--- config.mk ---
export PLATFORM = sky130hd
export DESIGN_NAME = tinyproc_loader
export DESIGN_NICKNAME = d
export VERILOG_FILES = /design/src/rtl/tinyproc_pkg.sv /design/src/rtl/serial_rx.sv /design/src/rtl/tinyproc_loader.sv
export SDC_FILE = /design/constraint.sdc
export NUM_CORES = 1
export LEC_CHECK = 0
export ABC_AREA = 1
export BUFFER_PORTS_ARGS = -buffer_cell sky130_fd_sc_hd__buf_2
export CORE_MARGIN = 2
export CORE_UTILIZATION = 59
export CTS_CLUSTER_SIZE = 10
export DETAILED_ROUTE_END_ITERATION = 8
export PLACE_DENSITY = 0.8
export SYNTH_ARGS = -nofsm -noshare
export SYNTH_HDL_FRONTEND = slang
export SYNTH_HIERARCHICAL = 1
export SYNTH_SLANG_ARGS = --single-unit
--- constraint.sdc ---
create_clock -name clk -period 1.8 [get_ports clk]
set_input_delay 0.36 -clock clk [delete_from_list [all_inputs] [get_ports clk]]
set_output_delay 0.36 -clock clk [all_outputs]
set_load 0.005 [all_outputs]
--- src/rtl/tinyproc_pkg.sv ---
// Shared definitions for the tiny accumulator processor boot loader.
//   INSTR_W  : width of one program-memory instruction word
//   PADDR_W  : width of the program-memory write address
//   load_state_t : loader FSM states
package tinyproc_pkg;

  localparam int INSTR_W = 11;
  localparam int PADDR_W = 8;

  typedef enum logic [2:0] {
    LD_COUNT = 3'd0,  // waiting for the word-count byte
    LD_LOW   = 3'd1,  // waiting for the low byte of a word
    LD_HIGH  = 3'd2,  // waiting for the high byte of a word
    LD_DONE  = 3'd3,  // image written, processor released
    LD_ERROR = 3'd4   // framing error seen, locked until reset
  } load_state_t;

endpackage

--- src/rtl/serial_rx.sv ---
// 8N1 serial byte receiver.
// Ports:
//   clk        : system clock, rising edge
//   reset_n    : asynchronous active-low reset
//   rx         : asynchronous serial input, idles high
//   byte_valid : one-cycle pulse, data holds a received byte
//   byte_err   : one-cycle pulse, the frame had a low stop bit
//   data       : last received byte
module serial_rx
  import tinyproc_pkg::*;
#(
  parameter int CLKS_PER_BIT = 16
) (
  input  logic       clk,
  input  logic       reset_n,
  input  logic       rx,
  output logic       byte_valid,
  output logic       byte_err,
  output logic [7:0] data
);

  localparam int CNT_W = (CLKS_PER_BIT > 2) ? $clog2(CLKS_PER_BIT) : 1;
  localparam logic [CNT_W-1:0] FULL_LAST = CNT_W'(CLKS_PER_BIT - 1);
  localparam logic [CNT_W-1:0] HALF_LAST = CNT_W'(CLKS_PER_BIT / 2 - 1);

  localparam logic [1:0] RX_IDLE  = 2'd0;
  localparam logic [1:0] RX_START = 2'd1;
  localparam logic [1:0] RX_DATA  = 2'd2;
  localparam logic [1:0] RX_STOP  = 2'd3;

  logic [1:0]       state;
  logic [CNT_W-1:0] cnt;
  logic [2:0]       bit_idx;
  logic [7:0]       shreg;
  logic             rx_meta;
  logic             rx_s;

  // Two-flop synchronizer; resets to the idle (high) line level.
  always_ff @(posedge clk or negedge reset_n) begin
    if (!reset_n) begin
      rx_meta <= 1'b1;
      rx_s    <= 1'b1;
    end else begin
      rx_meta <= rx;
      rx_s    <= rx_meta;
    end
  end

  always_ff @(posedge clk or negedge reset_n) begin
    if (!reset_n) begin
      state      <= RX_IDLE;
      cnt        <= '0;
      bit_idx    <= '0;
      shreg      <= '0;
      byte_valid <= 1'b0;
      byte_err   <= 1'b0;
    end else begin
      byte_valid <= 1'b0;
      byte_err   <= 1'b0;
      case (state)
        RX_IDLE: begin
          cnt <= '0;
          if (!rx_s) state <= RX_START;
        end
        RX_START: begin
          // Re-sample at mid start bit; a high line here was a glitch.
          if (cnt == HALF_LAST) begin
            cnt     <= '0;
            bit_idx <= '0;
            state   <= rx_s ? RX_IDLE : RX_DATA;
          end else begin
            cnt <= cnt + 1'b1;
          end
        end
        RX_DATA: begin
          if (cnt == FULL_LAST) begin
            cnt   <= '0;
            shreg <= {rx_s, shreg[7:1]};  // LSB arrives first
            if (bit_idx == 3'd7) state <= RX_STOP;
            bit_idx <= bit_idx + 1'b1;
          end else begin
            cnt <= cnt + 1'b1;
          end
        end
        default: begin  // RX_STOP
          if (cnt == FULL_LAST) begin
            cnt        <= '0;
            byte_valid <= rx_s;
            byte_err   <= !rx_s;
            state      <= RX_IDLE;
          end else begin
            cnt <= cnt + 1'b1;
          end
        end
      endcase
    end
  end

  assign data = shreg;

endmodule

--- src/rtl/tinyproc_loader.sv ---
// Serial boot loader for the tiny accumulator processor.
// Receives a count byte then (low, high) byte pairs over 8N1 serial, writes
// each assembled 11-bit word to program memory and releases the processor
// when the whole image is written. A framing error locks the loader until
// reset with the processor held stopped.
// Ports:
//   clk         : system clock, rising edge
//   reset_n     : asynchronous active-low reset
//   rx          : serial input, idles high
//   prog_we     : one-cycle program-memory write strobe
//   prog_addr   : write address (instruction index)
//   prog_data   : instruction word, [10:8] opcode, [7:0] operand
//   cpu_run     : high once the load completes
//   frame_error : sticky, set on a bad stop bit during the load
module tinyproc_loader
  import tinyproc_pkg::*;
#(
  parameter int CLKS_PER_BIT = 16
) (
  input  logic               clk,
  input  logic               reset_n,
  input  logic               rx,
  output logic               prog_we,
  output logic [PADDR_W-1:0] prog_addr,
  output logic [INSTR_W-1:0] prog_data,
  output logic               cpu_run,
  output logic               frame_error
);

  logic        byte_valid;
  logic        byte_err;
  logic [7:0]  rx_byte;

  load_state_t        state;
  logic [8:0]         remaining;  // 9 bits so a count of 256 fits
  logic [PADDR_W-1:0] index;
  logic [7:0]         low_byte;

  serial_rx #(
    .CLKS_PER_BIT(CLKS_PER_BIT)
  ) u_rx (
    .clk       (clk),
    .reset_n   (reset_n),
    .rx        (rx),
    .byte_valid(byte_valid),
    .byte_err  (byte_err),
    .data      (rx_byte)
  );

  always_ff @(posedge clk or negedge reset_n) begin
    if (!reset_n) begin
      state       <= LD_COUNT;
      remaining   <= '0;
      index       <= '0;
      low_byte    <= '0;
      prog_we     <= 1'b0;
      prog_addr   <= '0;
      prog_data   <= '0;
      cpu_run     <= 1'b0;
      frame_error <= 1'b0;
    end else begin
      prog_we <= 1'b0;
      case (state)
        LD_COUNT, LD_LOW, LD_HIGH: begin
          if (byte_err) begin
            state       <= LD_ERROR;
            frame_error <= 1'b1;
          end else if (byte_valid) begin
            if (state == LD_COUNT) begin
              remaining <= (rx_byte == 8'd0) ? 9'd256 : {1'b0, rx_byte};
              state     <= LD_LOW;
            end else if (state == LD_LOW) begin
              low_byte <= rx_byte;
              state    <= LD_HIGH;
            end else begin
              prog_we   <= 1'b1;
              prog_addr <= index;
              prog_data <= {rx_byte[2:0], low_byte};
              index     <= index + 1'b1;
              remaining <= remaining - 1'b1;
              // Last word: release the processor on the same edge as its write.
              if (remaining == 9'd1) begin
                state   <= LD_DONE;
                cpu_run <= 1'b1;
              end else begin
                state <= LD_LOW;
              end
            end
          end
        end
        LD_DONE:  state <= LD_DONE;
        default:  state <= LD_ERROR;
      endcase
    end
  end

endmodule
* Yosys cells after proc, flatten, opt, wreduce, memory -nomap -nowiden
Index checks and enable logic that the tools add are counted.
** Operators by class
- Equal/unequal tests :: 15
- $add $sub $neg :: 4
- Muxes and demuxes :: 31
- Reduce and logical (&&, ||, !) cells :: 16
- Bitwise gates (word level) :: 3
** Operator list (number)
- 2-to-1 mux 9 bit :: 3
- 2-to-1 mux 2 bit :: 9
- AND reduction 5 bit :: 3
- 2-to-1 mux 3 bit :: 4
- one-hot mux 3 bit (2 select lines) :: 2
- equality test 9 x 1 -> 1 bit (second input constant) :: 1
- 2-to-1 mux 1 bit :: 9
- subtractor 9 x 1 -> 9 bit (second input constant) :: 1
- adder 8 x 1 -> 8 bit (second input constant) :: 1
- logical NOT 8 bit :: 1
- 2-to-1 mux 4 bit :: 2
- one-hot mux 4 bit (2 select lines) :: 1
- equality test 3 x 2 -> 1 bit (second input constant) :: 2
- != test 2 x 1 -> 1 bit (second input constant) :: 3
- one-hot mux 2 bit (3 select lines) :: 1
- AND reduction 6 bit :: 1
- OR reduction 3 bit :: 2
- adder 4 x 1 -> 4 bit (second input constant) :: 1
- equality test 4 x 3 -> 1 bit (second input constant) :: 1
- equality test 4 bit (second input constant) :: 1
- != test 2 bit (second input constant) :: 2
- AND reduction 2 bit :: 2
- AND reduction 4 bit :: 1
- adder 3 x 1 -> 3 bit (second input constant) :: 1
- 12 further kinds :: 14
** Word-level totals
- Register bits after elaboration :: 71
- Input bits :: 3
- Logic and storage cells :: 86
- Output and inout bits :: 22

* Longest topological paths before layout
Gate-level depths: netlist (run 1).
- Depth after elaboration :: 7
- Mapped depth :: 10
- Depth with buffers taken out :: 10

* Cells and area by module
The synthesis (run 1) kept the hierarchy.
** By module, submodules not included
- tinyproc_loader :: area each 2389.8 µm², instances 1, sequential area each 1251.2 µm², cells each 288
- serial_rx :: area each 914.6 µm², instances 1, sequential area each 528.0 µm², cells each 99

* Worst setup path after synthesis (run 1)
OpenSTA, ideal clock, no wires.
- Path kind :: reg2reg
- Start point :: reg u_rx.byte_err
- End point :: reg prog_addr[5]
- Buffers on the path :: 1
- Data required time :: 1.681 ns
- Period minus slack after synthesis :: 1.261 ns
- Path slack :: 0.539 ns
- Cell stages (with the launch flop) :: 8
- Setup time :: 0.119 ns
- Arrival :: 1.142 ns
- Cell sequence :: dfrtp_1 -> nor2_4 -> nand3_4 -> nor2_8 -> inv_4 -> buf_6 -> nand2_1 -> o21ai_2
** On the way
- Word-level cells in the longest chain between the ends :: 2
** Ends and longest elaborated chain
- start, declared :: RTL line serial_rx.sv:18 : output logic byte_err,
- start signal, assigned :: RTL line serial_rx.sv:89 : byte_err <= !rx_s;
- NOT 1 bit (no source line)
- AND reduction 5 bit (no source line)
- end signal, assigned :: RTL line tinyproc_loader.sv:77 : prog_addr <= index;
- end, declared :: RTL line tinyproc_loader.sv:24 : output logic [PADDR_W-1:0] prog_addr,
Every way passes these cells.
A chain may end at the register's enable or synchronous reset.

==> impl_metrics.py, run 1 <==
metrics = {
    "clock_network": {
        "cts.sink_count": 71,
        "ctsLongestPathBuffers": 2,
        "clk_pin_slew_ps": 70,
        "cts_resized": 0,
        "clock_latency_ps": 340,
        "clockRootBuffer": "clkbuf_8",
        "ctsHoldBuffers": 0,
        "cts_tree": "done",
        "post_cts_buffers": 0,
        "cts_max_level": 3,
        "numCtsBuffers": 9,
    },
    "floorplanning": {
        "die_area_um2": 6210,
        "die_y_um": 78.8,
        "die_w_um": 78.8,
        "fp.coreArea_um2": 5470,
        "row_count": 27,
        "ioPinCount": 25,
        "start_util_pct": 60.4,
    },
    "sta": {
        "maxSlewViolCount": 0,
        "clock_skew_ps": 6.98,
        "tightestPinTransition_ps": 546,
        "relSlewSlack_pct": 63.3,
        "fmax_mhz": 635,
        "final_hold_viol_count": 0,
        "post-route-period-util_pct": 87.5,
        "fin_crit_ps": 1580,
        "tns_ps": 0,
        "grt_setup_unrepaired": "no",
        "setup_violations": 0,
    },
    "grt": {
        "met1_usage_pct": 29.3,
        "grt_use_total_pct": 21.6,
        "grt_pass1_vias": 2484,
        "overflow": 0,
        "grt_use_met2_pct": 34.1,
        "grt_busiest_layer": "met2",
        "grt_max_degree": 72,
        "antenna_found_initial": 0,
        "grtUsageMet3_pct": 3.98,
        "grt_first_pass_wirelength_mm": 10.7,
    },
    "setup_path": {
        "cp-start-kind": "flip-flop",
        "cp-end-kind": "flip-flop",
        "slowest_delay_ps": 410,
        "cp_cell_sequence": "inv_1 -> nand3_4 -> nor2_8 -> inv_4 -> nand2_1 -> o21ai_2",
        "worstPathRequired_ps": 2020,
        "cpMaxStageDelayCell": "dfrtp_1",
        "crit_type": "flip-flop to flip-flop",
        "critPathArrivalTime_ps": 1790,
        "rrSetupSlack_ps": 220,
        "cp_max_fo": 32,
    },
    "synthesis": {
        "synthArstFlopShare_pct": 100,
        "mappedNetlistArea_um2": 3300,
        "synth_common_cells": "134 x nand2_1, 69 x dfrtp_1, 46 x inv_1, 31 x nor2_1, 25 x o21ai_0",
        "yosys_most_used_dff": "dfrtp_1",
        "synth.top_cell.area_share_pct": 52.3,
        "synth_most_common_cell": "nand2_1",
        "synthDistinctLibCells": 30,
        "postSynthAreaPerCell_um2": 8.54,
        "ys_ff_latch": 71,
        "syn-num-nets": 396,
        "synth_edf_count": 0,
        "synth_seq_area_share_pct": 53.8,
        "synthTopCellsByArea": "dfrtp_1 52%, nand2_1 15%, inv_1 5.2%, o21ai_0 3.8%, nor2_1 3.5%",
        "synth-warning-count": 6,
        "yosys.area.top_type": "dfrtp_1",
        "synthCells": 387,
    },
    "pwr": {
        "seqPwrFrac_pct": 44.1,
        "p_sw_uw": 1500,
        "irDropWorstVdd_mv": 0.652,
        "power.total_uw": 4550,
        "cellPowerDensity_nw_per_um2": 1230,
        "swShare_pct": 33.0,
        "p_int_uw": 3050,
        "power_leakage_uw": 0.00202,
        "combPwrFrac_pct": 25.5,
        "power_frac_clock_pct": 30.4,
    },
    "routing": {
        "drtPass1Iterations": 5,
        "vias": 2482,
        "drt_iter0_drc": 176,
        "viasPerCell": 5.02,
        "drc": 0,
        "drtAntennaViolNets": 0,
        "totalWireLength_mm": 5.73,
        "wl_per_cell_um": 11.6,
    },
    "finish": {
        "antennaDiodeCount": 0,
        "final_util_pct": 67.8,
        "drive_gt1_share_pct": 16.4,
        "fillCellCount": 442,
        "fin_nets": 426,
        "area_growth_pct": 12.3,
    },
    "worst_hold_path": {
        "worst_hold_path_type": "input port to asynchronous set/reset pin",
    },
    "place": {
        "place_congestion": 0.889,
        "port_buffers": 24,
        "place_hpwl_mm": 4.02,
    },
    "job": {
        "max_cap_violations": 0,
    },
    "outcome": {
        "status": "finished clean",
    },
}
[critical path, delay by kind of cell, from the launching register on]
family	cells	cell delay, ps
simple gates	3	590
buf+inv	2	390
compound gates	1	60
flops	1	410
[logic make-up after synthesis]
logic type,after synthesis,synth area share [%]
xor+xnor,6,1.59
fa+ha+maj,6,2.27
simple gates,198,25.4
flops,71,53.8
compound gates,49,9.05
buf+inv,57,7.84
[power groups by stage]
stage | Clock (uW) | Sequential (uW) | Combinational, uW
after floorplan | 0 | 1980 | 938
after global placement | 0 | 2020 | 1120
after detailed placement | 0 | 2030 | 1160
after CTS | 1420 | 2010 | 1160
after global routing | 1480 | 2040 | 1410
final | 1390 | 2010 | 1160
[through the flow]
| stage | hold slack, ps | setup WS (ps) | instance area [um^2] | std cells |
|---|---|---|---|---|
| after floorplan | 64.4 | 539 | 3300 | 387 |
| after global placement | 347 | 324 | 3480 | 478 |
| after detailed placement | 349 | 271 | 3480 | 478 |
| after CTS | 49.3 | 213 | 3710 | 494 |
| after global routing | 65.0 | 65.8 | 3710 | 494 |
| final | 18.8 | 225 | 3710 | 494 |
[per-layer routing]
layer / routed length [um] / up-vias
met5: 0 / -
met4: 123 / 0
met3: 269 / 11
met2: 2570 / 58
met1: 2760 / 1149
li1: - / 1264
[cell usage in the layout, fill, tap and decap left out]
cell type	instances
nand2_2	3
inv_1	46
buf_4	2
bufinv_16	1
ha_1	6
nor2_1	31
o21ai_0	25
o21bai_2	1
o21ai_1	3
xor2_1	6
o22ai_1	1
buf_2	24
inv_2	1
nand3b_1	2
nand3_1	16
nand3_4	1
nor3_1	4
clkinv_2	1
clkbuf_8	14
buf_12	1
a21oi_1	6
a31oi_1	1
nor2_2	1
nor2_4	2
nor3b_1	1
inv_4	1
dfstp_2	2
nand2_1	134
nand4_1	2
clkinv_4	1
nor2_8	1
dfrtp_1	69
o21ai_2	12
[state kept, by name, indices dropped and copies added, names as in the netlist, 2 cells and up]
register      cells
u_rx/data         8
prog_data        11
remaining         9
prog_addr         8
state             3
u_rx/state        2
low_byte          8
u_rx/bit_idx      3
index             8
u_rx/cnt          4
[cell type report]
class                           count  area [um^2]  share of cell area [%]
Clock inverter                      2         35.0                   0.944
Timing Repair Buffer               27          155                    4.18
Sequential cell                    71         1780                    48.0
Inverter                           49          191                    5.16
Clock buffer                       14          193                    5.19
Multi-Input combinational cell    259         1270                    34.1
Tap cell                           72         90.1                    2.43
[path summary, 6_finish.rpt]
kind	startpoint	cells after the start	endpoint
setup / recovery	state[2]$_DFFE_PN0P_	6	prog_data[8]$_DFFE_PN0P_
hold / removal	reset_n	2	index[6]$_DFFE_PN0P_
setup reg to reg	state[2]$_DFFE_PN0P_	6	prog_data[8]$_DFFE_PN0P_
hold reg to reg	u_rx/rx_meta$_DFF_PN1_	0	u_rx/rx_s$_DFF_PN1_
max in group asynchronous	reset_n	2	u_rx/rx_s$_DFF_PN1_
min in group clk	rx	1	u_rx/rx_meta$_DFF_PN1_
Power figures use the tool's default switching activity.
==> run 2: changes to the inputs <==
--- a/config.mk
+++ b/config.mk
@@ -7,12 +7,11 @@
 export LEC_CHECK = 0
 export ABC_AREA = 1
 export BUFFER_PORTS_ARGS = -buffer_cell sky130_fd_sc_hd__buf_2
-export CORE_MARGIN = 2
+export CORE_MARGIN = 3
 export CORE_UTILIZATION = 59
 export CTS_CLUSTER_SIZE = 10
 export DETAILED_ROUTE_END_ITERATION = 8
-export PLACE_DENSITY = 0.8
+export PLACE_DENSITY = 0.81
 export SYNTH_ARGS = -nofsm -noshare
 export SYNTH_HDL_FRONTEND = slang
-export SYNTH_HIERARCHICAL = 1
 export SYNTH_SLANG_ARGS = --single-unit
==> run 2 against run 1 <==
  * Synthesized area shrank 3.1%
  * First-iteration DRC count grew 5.7%
  * Clock power is essentially flat
  * Sequential power shrank 14%
  * Critical path type unchanged
  * Non-clock buffer count grew 1
  * Critical endpoint is now prog_data[2]$_DFFE_PN0P_
  * Largest power group unchanged
  * Combinational power shrank 63%
  * Die area grew 2.2%
  * Sequential share of layout area grew 1.1 points
==> impl_metrics.py, run 2 <==
metrics = {
    "setup_path": {
        "crit_type": "flip-flop to flip-flop",
        "slowest_delay_ps": 380,
        "worstPathRequired_ps": 2030,
        "r2r_cells": 6,
        "cp_max_fo": 32,
        "cp-start-kind": "flip-flop",
        "critPathArrivalTime_ps": 1870,
        "cpMaxStageDelayCell": "dfrtp_1",
        "cp_top_family": "simple AND/OR/NAND/NOR gates",
        "critPathBufInv": 2,
        "cp_cell_sequence": "inv_1 -> nand2_2 -> nor3_4 -> inv_2 -> nand2_1 -> nand2_1",
        "cp.depth": 6,
        "r2r_start": "state[2]$_DFFE_PN0P_",
        "cpMostUsedCell": "nand2_1",
        "cp-startpoint": "state[2]$_DFFE_PN0P_",
        "cp-end-kind": "flip-flop",
    },
    "finish": {
        "reg_top3": "prog_data (11), remaining (9)",
        "largest_register_ffs": 11,
        "final_common_cell": "nand2_1",
        "regMostFlops": "prog_data",
        "antennaDiodeCount": 0,
        "final_cell_mix": "118 x nand2_1, 69 x dfrtp_1, 43 x inv_1",
        "drive_gt1_share_pct": 12.7,
        "final_cell_count_no_fill": 478,
        "fillCellCount": 392,
        "fin_nets": 416,
        "area_growth_pct": 13.3,
    },
    "clock_network": {
        "clockRootBuffer": "clkbuf_8",
        "cts_max_level": 3,
        "cts_resized": 0,
        "ctsLongestPathBuffers": 2,
        "clk_pin_slew_ps": 70,
        "post_cts_buffers": 0,
        "numCtsBuffers": 9,
        "cts.sink_count": 71,
        "clock_latency_ps": 350,
        "ctsHoldBuffers": 0,
        "cts_tree": "done",
    },
    "synthesis": {
        "synth.top_cell.area_share_pct": 53.9,
        "postSynthAreaPerCell_um2": 8.59,
        "mappedNetlistArea_um2": 3200,
        "yosys.area.top_type": "dfrtp_1",
        "synth_most_common_cell": "nand2_1",
        "synthDistinctLibCells": 28,
        "synth_common_cells": "118 x nand2_1, 69 x dfrtp_1, 43 x inv_1, 39 x o21ai_0, 23 x nor2_1",
        "synth_edf_count": 0,
        "syn-num-nets": 386,
        "synthCells": 373,
        "synth_seq_area_share_pct": 55.5,
        "synthTopCellsByArea": "dfrtp_1 54%, nand2_1 14%, o21ai_0 6.1%, inv_1 5.0%, ha_1 3.9%",
        "synthArstFlopShare_pct": 100,
        "synth-warning-count": 0,
        "ys_ff_latch": 71,
        "yosys_most_used_dff": "dfrtp_1",
    },
    "worst_hold_path": {
        "worst_hold_path_type": "input port to asynchronous set/reset pin",
    },
    "floorplanning": {
        "ioPinCount": 25,
        "die_area_um2": 6350,
        "die_w_um": 79.7,
        "row_count": 26,
        "fp.coreArea_um2": 5170,
        "die_y_um": 79.7,
        "start_util_pct": 61.9,
    },
    "sta": {
        "fin_crit_ps": 1640,
        "maxSlewViolCount": 0,
        "tightestPinTransition_ps": 518,
        "tns_ps": 0,
        "relSlewSlack_pct": 65.4,
        "final_hold_viol_count": 0,
        "post-route-period-util_pct": 91.3,
        "clock_skew_ps": 8.56,
        "setup_violations": 0,
        "grt_setup_unrepaired": "no",
        "fmax_mhz": 608,
    },
    "pwr": {
        "power_leakage_uw": 0.00190,
        "swShare_pct": 25.1,
        "seqPwrFrac_pct": 48.4,
        "cellPowerDensity_nw_per_um2": 983,
        "p_int_uw": 2670,
        "p_sw_uw": 894,
        "power_frac_clock_pct": 39.7,
        "combPwrFrac_pct": 11.9,
        "irDropWorstVdd_mv": 0.907,
    },
    "routing": {
        "drt_iter0_drc": 186,
        "drtPass1Iterations": 4,
        "drc": 0,
        "drtAntennaViolNets": 0,
        "viasPerCell": 5.24,
        "vias": 2506,
        "totalWireLength_mm": 6.04,
        "wl_per_cell_um": 12.6,
    },
    "grt": {
        "grt_max_degree": 72,
        "overflow": 0,
        "antenna_found_initial": 0,
        "grt_pass1_vias": 2653,
        "grt_use_total_pct": 22.4,
        "grt_first_pass_wirelength_mm": 11.0,
    },
    "outcome": {
        "status": "finished clean",
    },
    "place": {
        "dp.cells": 462,
        "place_hpwl_mm": 3.96,
        "port_buffers": 24,
        "place_congestion": 0.855,
    },
    "job": {
        "max_cap_violations": 0,
    },
}
## run 2: cell types whose count changed after synthesis, moves of 3 or more
cell	delta
buf_6	-3
ha_1	+4
inv_1	-3
nand2_1	-16
nor2_1	-8
o21ai_0	+14
o21ai_1	+12
o21ai_2	-11
## run 2: worst reg2reg max path: stages, from the launching register on
cell,delay [ps]
dfrtp_1,380
inv_1,180
nand2_2,120
nor3_4,290
inv_2,310
nand2_1,180
nand2_1,80
## run 2: worst paths after layout
path / end / slack [ps]
setup reg to reg: prog_data[2]$_DFFE_PN0P_ / 160
setup / recovery: prog_data[2]$_DFFE_PN0P_ / 160
min in group clk: u_rx.rx_meta$_DFF_PN1_ / 110
hold reg to reg: u_rx.rx_s$_DFF_PN1_ / 360
max in group asynchronous: u_rx.rx_s$_DFF_PN1_ / 1430
hold / removal: prog_addr[2]$_DFFE_PN0P_ / 40
## run 2: power groups by stage
stage,Combinational [uW],Sequential (uW),Clock [uW]
final,425,1730,1420
after global placement,407,1750,0
after CTS,432,1730,1450
after floorplan,314,1740,0
after detailed placement,422,1760,0
after global routing,517,1740,1510
## run 2: final cells by class
class                      instances  area (um^2)  area share [%]
sequential                        71         1780            49.0
multi-input combinational        249         1210            33.4
inverter                          44          165            4.55
timing repair buffer              28          163            4.48
clock buffer                      13          159            4.38
tap                               70         87.6            2.41
clock inverter                     3         65.1            1.79
## run 2: through the flow
| stage | power, uW | util, % | setup WS, ps | area [um^2] | hold WS (ps) |
|---|---|---|---|---|---|
| after floorplan | 2060 | - | 471 | 3200 | 64.4 |
| after global placement | 2160 | 65.7 | 208 | 3400 | 347 |
| after detailed placement | 2180 | 65.7 | 174 | 3400 | 348 |
| after CTS | 3600 | 70.1 | 135 | 3620 | 51.6 |
| after global routing | 3760 | 70.2 | 5.20 | 3630 | 60.4 |
| final | 3570 | 70.2 | 156 | 3630 | 39.9 |
## run 2: cells by family (layout without fill, tap and decap cells)
logic type | after synthesis | after routing | synth area share [%]
AND/OR/NAND/NOR | 168 | 168 | 21.2
flip-flops | 71 | 71 | 55.5
AO/OA/AOI/OAI | 64 | 64 | 10.6
buffers and inverters | 53 | 88 | 6.80
adder cells (fa/ha/maj) | 10 | 10 | 3.91
XOR/XNOR | 7 | 7 | 1.91
## run 2: metal layers
metal | GRT usage, % | part of all wire (%) | vias to the layer above | wire (um)
li1 | - | - | 1240 | -
met1 | 25.4 | 43 | 1193 | 2590
met2 | 39.2 | 50 | 61 | 3030
met3 | 5.53 | 4.5 | 12 | 274
met4 | 11.2 | 2.3 | 0 | 137
met5 | 0 | 0 | - | 0
